[config.mk]
export PLATFORM = sky130hd
export DESIGN_NAME = crg_job_scheduler
export DESIGN_NICKNAME = d
export VERILOG_FILES = /design/src/rtl/crg_job_scheduler_pkg.sv /design/src/rtl/crg_window_alloc.sv /design/src/rtl/crg_job_scheduler.sv
export SDC_FILE = /design/constraint.sdc
export NUM_CORES = 1
export LEC_CHECK = 0
export CAP_MARGIN = 10
export CORE_MARGIN = 3
export CORE_UTILIZATION = 50
export CTS_CLUSTER_DIAMETER = 80
export DETAILED_ROUTE_END_ITERATION = 8
export GPL_TIMING_DRIVEN = 0
export PLACE_DENSITY_LB_ADDON = 0.08
export SYNTH_ARGS = -nofsm -noshare
export SYNTH_HDL_FRONTEND = slang
export SYNTH_SLANG_ARGS = --single-unit
[constraint.sdc]
create_clock -name clk_i -period 4.6 [get_ports clk_i]
set_input_delay 1.38 -clock clk_i [delete_from_list [all_inputs] [get_ports clk_i]]
set_output_delay 1.38 -clock clk_i [all_outputs]
set_load 0.02 [all_outputs]
[src/rtl/crg_job_scheduler_pkg.sv]
// CRG job scheduler shared types: state encoding,
// register map and error-flag bit positions.
package crg_job_scheduler_pkg;

  typedef logic [127:0] key_t;
  typedef logic [2:0]   mode_t;
  typedef logic [2:0]   width_t;
  typedef logic [31:0]  cr_cnt_t;

  typedef enum logic [1:0] {
    S_IDLE,
    S_LAUNCH,
    S_COLLECT,
    S_DONE
  } sched_state_t;

  localparam logic [7:0] ADDR_KEY   = 8'h10;
  localparam logic [7:0] ADDR_MODE  = 8'h11;
  localparam logic [7:0] ADDR_WIDTH = 8'h12;
  localparam logic [7:0] ADDR_NCRS  = 8'h13;
  localparam logic [7:0] ADDR_CLR   = 8'h1F;

  localparam int ERR_NCRS  = 0;
  localparam int ERR_TMO   = 1;
  localparam int ERR_BUSY  = 2;
  localparam int ERR_PROTO = 3;

endpackage

[src/rtl/crg_window_alloc.sv]
// Counter-window allocator: running base plus
// start/end of the most recently allocated window.
module crg_window_alloc #(
  parameter int CNT_W = 32
) (
  input  logic             clk_i,
  input  logic             rst_i,
  input  logic             clr_i,
  input  logic             alloc_i,
  input  logic [CNT_W-1:0] n_i,
  output logic [CNT_W-1:0] start_o,
  output logic [CNT_W-1:0] end_o
);

  logic [CNT_W-1:0] base;

  always_ff @(posedge clk_i) begin
    if (rst_i) begin
      base    <= '0;
      start_o <= '0;
      end_o   <= '0;
    end else begin
      if (alloc_i) begin
        start_o <= base + CNT_W'(1);
        end_o   <= base + n_i;
      end
      if (clr_i)
        base <= '0;
      else if (alloc_i)
        base <= base + n_i;
    end
  end

endmodule

[src/rtl/crg_job_scheduler.sv]
// CRG job sequencer: config registers, window
// allocation, run pulse, beat collection, errors.
module crg_job_scheduler
  import crg_job_scheduler_pkg::*;
#(
  parameter int CNT_W   = 32,
  parameter int ADDR_W  = 8,
  parameter int TIMEOUT = 1024
) (
  input  logic              clk_i,
  input  logic              rst_i,
  input  logic              cfg_we_i,
  input  logic [7:0]        cfg_addr_i,
  input  logic [127:0]      cfg_data_i,
  input  logic              start_i,
  output key_t              key_o,
  output mode_t             mode_o,
  output width_t            width_o,
  output logic [CNT_W-1:0]  cnt_start_o,
  output logic [CNT_W-1:0]  cnt_end_o,
  output logic              run_o,
  input  logic              dvld_i,
  output logic              wr_en_o,
  output logic [ADDR_W-1:0] wr_addr_o,
  output logic              busy_o,
  output logic              done_o,
  output logic [3:0]        err_o
);

  localparam int BW = ADDR_W + 1;
  localparam int TW = $clog2(TIMEOUT + 1);
  localparam int CW = (CNT_W > ADDR_W ? CNT_W : ADDR_W) + 1;

  sched_state_t     state;
  logic [CNT_W-1:0] n_crs;
  logic [BW-1:0]    job_len;
  logic [BW-1:0]    beat;
  logic [TW-1:0]    idle_cnt;
  logic [CW-1:0]    n_ext;
  logic [3:0]       err_set;
  logic             cfg_job;
  logic             clr;
  logic             n_ok;
  logic             go;
  logic             last_beat;
  logic             tmo;

  assign cfg_job = cfg_we_i &&
                   (cfg_addr_i == ADDR_KEY  ||
                    cfg_addr_i == ADDR_MODE ||
                    cfg_addr_i == ADDR_WIDTH ||
                    cfg_addr_i == ADDR_NCRS);
  assign clr   = cfg_we_i && cfg_addr_i == ADDR_CLR;
  assign n_ext = CW'(n_crs);
  assign n_ok  = n_ext != '0 &&
                 n_ext <= CW'(2 ** ADDR_W);
  assign go    = state == S_IDLE && start_i && n_ok;

  assign wr_en_o   = state == S_COLLECT && dvld_i;
  assign wr_addr_o = wr_en_o ? beat[ADDR_W-1:0] : '0;
  assign last_beat = (beat + BW'(1)) == job_len;
  assign tmo       = state == S_COLLECT && !dvld_i &&
                     idle_cnt == TW'(TIMEOUT - 1);

  always_comb begin
    err_set = '0;
    err_set[ERR_NCRS]  = state == S_IDLE && start_i && !n_ok;
    err_set[ERR_TMO]   = tmo;
    err_set[ERR_BUSY]  = cfg_job && busy_o;
    err_set[ERR_PROTO] = (start_i && state != S_IDLE) ||
                         (dvld_i && state != S_COLLECT);
  end

  crg_window_alloc #(
    .CNT_W(CNT_W)
  ) u_alloc (
    .clk_i  (clk_i),
    .rst_i  (rst_i),
    .clr_i  (clr),
    .alloc_i(go),
    .n_i    (n_crs),
    .start_o(cnt_start_o),
    .end_o  (cnt_end_o)
  );

  always_ff @(posedge clk_i) begin
    if (rst_i) begin
      state    <= S_IDLE;
      key_o    <= '0;
      mode_o   <= '0;
      width_o  <= '0;
      n_crs    <= '0;
      job_len  <= '0;
      beat     <= '0;
      idle_cnt <= '0;
      run_o    <= 1'b0;
      done_o   <= 1'b0;
      busy_o   <= 1'b0;
      err_o    <= '0;
    end else begin
      run_o  <= 1'b0;
      done_o <= 1'b0;
      err_o  <= (clr ? 4'b0 : err_o) | err_set;
      // config is frozen for the duration of a job
      if (cfg_we_i && !busy_o) begin
        case (cfg_addr_i)
          ADDR_KEY:   key_o   <= cfg_data_i;
          ADDR_MODE:  mode_o  <= cfg_data_i[2:0];
          ADDR_WIDTH: width_o <= cfg_data_i[2:0];
          ADDR_NCRS:  n_crs   <= cfg_data_i[CNT_W-1:0];
          default: ;
        endcase
      end
      unique case (state)
        S_IDLE: begin
          if (go) begin
            state    <= S_LAUNCH;
            run_o    <= 1'b1;
            busy_o   <= 1'b1;
            job_len  <= BW'(n_crs);
            beat     <= '0;
            idle_cnt <= '0;
          end
        end
        S_LAUNCH: state <= S_COLLECT;
        S_COLLECT: begin
          if (dvld_i) begin
            beat     <= beat + BW'(1);
            idle_cnt <= '0;
            if (last_beat) begin
              state  <= S_DONE;
              done_o <= 1'b1;
            end
          end else if (tmo) begin
            state  <= S_IDLE;
            busy_o <= 1'b0;
          end else begin
            idle_cnt <= idle_cnt + TW'(1);
          end
        end
        S_DONE: begin
          state  <= S_IDLE;
          busy_o <= 1'b0;
        end
        default: state <= S_IDLE;
      endcase
    end
  end

endmodule

==> flow_summary_export.csv <==
group,metric,value,unit
timing,timing.clock.skew,0.01375,ns
clocking,clk_pin_slew_worst_paths,0.06,ns
power_and_ir_drop,leakagePower,0.006298,uW
routing,vias_per_cell,5.463,
setup_path,critPathBufInv,3,
setup_path,timing_worst_setup_path_type,"primary input to primary output",
routing,detail_route.first_pass.iterations,5,
power_and_ir_drop,p_per_area,293.8,mW/mm^2
layout,area_growth,37.97,%
floorplanning,die_area,0.02792,sq mm
floorplanning,fp.dieH,167.1,microns
logic_synthesis,synth_async_sr_flop_share,0,
placement,postPlaceCellArea,0.01692,sq mm
placement,port_buffer_count,353,
placement,finalWeightedCongestion,0.9332,
layout,drive_above_1_share,0.04363,
hold_path,worst_hold_path.endpoint,"key_o[105]",
logic_synthesis,post_synth_inst_count,1631,
setup_path,cp.arrival,3.09,ns
power_and_ir_drop,power.net_switching,1143,uW
layout,post_route_cell_area,0.01790,sq mm
logic_synthesis,yosys-top-cells-area,"sky130_fd_sc_hd__dfxtp_1, sky130_fd_sc_hd__nand2_1, sky130_fd_sc_hd__a21oi_1",
placement,dpl.hpwl,35370,microns
setup_path,critical_path.top_delay_family,"buffers and inverters",
logic_synthesis,synth-edff-count,0,
timing,relSlewSlack,0.3178,
layout,fill_cells,2079,
logic_synthesis,synth_top_area_share,0.4628,
clocking,cts-root-buf,"sky130_fd_sc_hd__clkbuf_16",
outcome,status,"finished, final reports clean",
setup_path,required,3.22,ns
power_and_ir_drop,p_total,5259,uW
floorplanning,placement_rows,58,
global_routing,grt.met2_usage,0.5379,
floorplanning,i_o_pins,355,
routing,drtIter0Drc,881,
logic_synthesis,ys_flop_type,"sky130_fd_sc_hd__dfxtp_1",
floorplanning,chipWidth,167.1,microns
power_and_ir_drop,switching_share,0.2173,
layout,commonest_non_fill_non_tap_cell_in_the_layout,"sky130_fd_sc_hd__nand2_1",
logic_synthesis,synth_area_per_cell,7.956,sq um
clocking,cts_sinks,300,
clocking,ctsHtreeMaxLevel,1,
hold_path,worst_hold_path_type,"flip-flop to flip-flop",
timing,maxSlewViolCount,0,
layout,register_area,0.006006,sq mm
layout,finalNetCount,2193,
setup_path,path_max_fanout,10,
setup_path,timing.critical_path.mode_cell,"sky130_fd_sc_hd__clkdlybuf4s50_1",
power_and_ir_drop,power.share.sequential,0.496,
global_routing,first_pass_grt_wire_length,70040,microns
routing,dr_total_vias,12953,
routing,post-route-drc-count,0,
logic_synthesis,syn-cell-area,0.01298,sq mm
hold_path,hold_path.startpoint,"key_o[105]",
power_and_ir_drop,cell_internal_pwr,4117,uW
logic_synthesis,postSynthNetCount,1807,
timing,fin_crit_sh,0.9707,
power_and_ir_drop,p_comb_frac,0.046,
floorplanning,fp.coreArea,0.02533,sq mm
timing,final-setup-viol-count,0,
clocking,post_cts_buffers,0,
routing,total_detailed_routing_wirelength,45250,microns
layout,layout.cells.most_common_list,"sky130_fd_sc_hd__nand2_1, sky130_fd_sc_hd__clkdlybuf4s50_1, sky130_fd_sc_hd__dfxtp_1",
power_and_ir_drop,pwr-share-clk,0.458,
routing,route.detailed.wl_per_inst,19.09,microns
logic_synthesis,yosysSeqAreaShare,0.4628,
global_routing,grt_use_met3,0.08451,
run,max_cap_viol_count,0,
layout,multi_input_area,0.006415,sq mm
clocking,tritoncts.num_buffers,31,
clocking,cts_max_path_buffers,3,
setup_path,worst_path_largest_cell_delay,0.65,ns
routing,ant_nets,0,
setup_path,cp-end-kind,"primary output",
global_routing,globalRouteTotalUtil,0.3109,
global_routing,grt_antenna_before_repair,1,
setup_path,crit-reg2reg-capture,"u_alloc.end_o[26]",
global_routing,gr-usage-met1,0.3661,
timing,finalHoldViolCount,0,
setup_path,regToRegStartpoint,"n_crs[0]",
floorplanning,floorplan.initialDensity,0.5124,
setup_path,cpMaxStageDelayCell,"sky130_fd_sc_hd__clkdlybuf4s50_1",
global_routing,grt.overflow.total,0,
logic_synthesis,post_synthesis_cell_type_count,66,
power_and_ir_drop,worst_ir_drop_vdd,309.6,uV
setup_path,ff2ff_setup_slack,1.11,ns
timing,min_tclk_post_route,4.465,ns
setup_path,start_kind,"primary input",
logic_synthesis,synth.largest_area_cell,"sky130_fd_sc_hd__dfxtp_1",
global_routing,first_global_vias,12593,
timing,worst-slew-pin-transition,1.023,ns
logic_synthesis,synth-seq-cells,300,
timing,rsz0062_at_grt,"false",
clocking,tritoncts,"built",
global_routing,grt_start_max_net_pins,16,
setup_path,cp_cell_sequence,"clkdlybuf4s50_1 -> clkbuf_2 -> and3_1 -> clkdlybuf4s50_1",
clocking,clock_latency,0.56,ns
hold_path,hold_depth,2,
timing,setup_total_negative_slack,0,ns
global_routing,grt_busiest_layer,"met2",
setup_path,r2r.worst_path.cells,10,
timing,fmax,224.0,MHz
logic_synthesis,yosysWarningCount,0,
==> Yosys cell counts, types with 6 or more instances <==
cell type and n:
sky130_fd_sc_hd__and3_1 18, sky130_fd_sc_hd__inv_1 18, sky130_fd_sc_hd__nand4_1 16, sky130_fd_sc_hd__a21oi_1 258, sky130_fd_sc_hd__clkbuf_1 81, sky130_fd_sc_hd__a31oi_1 8
sky130_fd_sc_hd__nand2b_1 6, sky130_fd_sc_hd__dfxtp_1 300, sky130_fd_sc_hd__o21ai_0 26, sky130_fd_sc_hd__or3_1 12, sky130_fd_sc_hd__nor4_1 12, sky130_fd_sc_hd__a21o_1 8
sky130_fd_sc_hd__buf_2 15, sky130_fd_sc_hd__mux2i_1 9, sky130_fd_sc_hd__xnor2_1 35, sky130_fd_sc_hd__nand2_1 439, sky130_fd_sc_hd__xor2_1 37, sky130_fd_sc_hd__a211o_1 6
sky130_fd_sc_hd__nand3_1 34, sky130_fd_sc_hd__a211oi_1 30, sky130_fd_sc_hd__o31ai_1 7, sky130_fd_sc_hd__nor3b_1 6, sky130_fd_sc_hd__nor2_1 108, sky130_fd_sc_hd__ha_1 34
sky130_fd_sc_hd__nor3_1 28
==> cell type report <==
cell class,instances,share of cell area
plain buffers,106,0.02733
repair buffers,353,0.1974
multi-input cells,1207,0.3583
flip-flops and latches,300,0.3355
inverters,18,0.003774
well taps,330,0.02306
diodes,1,0.0001398
clock buffers,47,0.05172
clock inverters,9,0.002865
==> stage by stage <==
stage	utilization	hold slack [ns]	setup slack (ns)	instances
2_1_floorplan	-	0.4478	1.354	1631
3_3_place_gp	0.6682	0.4401	0.07780	2314
3_5_place_dp	0.6682	0.4453	0.05062	2314
4_1_cts	0.7067	0.4540	0.05014	2370
5_1_grt	0.7069	0.4640	0.04514	2371
6_report	0.7069	0.4515	0.1349	2371
==> power groups by stage <==
stage          clock network [uW]  registers [uW]  logic, uW
2_1_floorplan                   0            2670       62.6
3_3_place_gp                    0            2670        239
3_5_place_dp                    0            2670        241
4_1_cts                      2430            2610        242
5_1_grt                      2530            2610        259
6_report                     2410            2610        243
==> worst reg2reg max path: stages, from the launching register on <==
cell and delay [ns]:
sky130_fd_sc_hd__dfxtp_1 0.41, sky130_fd_sc_hd__ha_1 0.29, sky130_fd_sc_hd__fa_1 0.41, sky130_fd_sc_hd__a21o_1 0.21, sky130_fd_sc_hd__a221oi_1 0.55, sky130_fd_sc_hd__nor4_1 0.17
sky130_fd_sc_hd__nor3_1 0.57, sky130_fd_sc_hd__o31ai_1 0.22, sky130_fd_sc_hd__nand2b_1 0.21, sky130_fd_sc_hd__nor4_1 0.07, sky130_fd_sc_hd__a211o_1 0.27
==> metal layers <==
metal | routed length (microns) | up-vias
met4 | 2082 | 0
met3 | 3848 | 93
met5 | 0 | -
met2 | 21690 | 481
met1 | 17630 | 6062
li1 | - | 6317
==> cells by family (layout without fill, tap and decap cells) <==
group / after synthesis / after routing / synth area share
adder cells (fa/ha/maj): 35 / 35 / 0.03433
AND/OR/NAND/NOR: 712 / 712 / 0.2382
XOR/XNOR: 72 / 72 / 0.04860
buffers and inverters: 124 / 533 / 0.04281
other: 0 / 1 / 0
flip-flops: 300 / 300 / 0.4628
multiplexers: 9 / 9 / 0.006943
AO/OA/AOI/OAI: 379 / 379 / 0.1663
==> state kept, by name (all words and copies together), names as in the netlist <==
| name | count |
|---|---|
| run_o | 1 |
| err_o | 4 |
| u_alloc.start_o | 32 |
| state | 2 |
| width_o | 3 |
| n_crs | 32 |
| beat | 9 |
| u_alloc.end_o | 32 |
| mode_o | 3 |
| u_alloc.base | 32 |
| key_o | 128 |
| job_len | 9 |
| idle_cnt | 11 |
| busy_o | 1 |
| done_o | 1 |
==> worst max path at each step <==
stage / start / endpoint / slack (ns) / cells after the start
2_1_floorplan: dvld_i / wr_addr_o[0] / 1.35 / 2
3_3_place_gp: dvld_i / wr_addr_o[2] / 0.08 / 4
3_5_place_dp: dvld_i / wr_addr_o[7] / 0.05 / 4
4_1_cts: dvld_i / wr_addr_o[2] / 0.05 / 4
5_1_grt: dvld_i / wr_addr_o[7] / 0.05 / 4
6_report: dvld_i / wr_addr_o[7] / 0.13 / 4
==> repair_timing <==
action	CTS	global route
gates resized for setup	0	2
hold buffers	0	0
endpoints found under the setup margin	0	8
No activity file was read; power rests on OpenSTA's default activity.
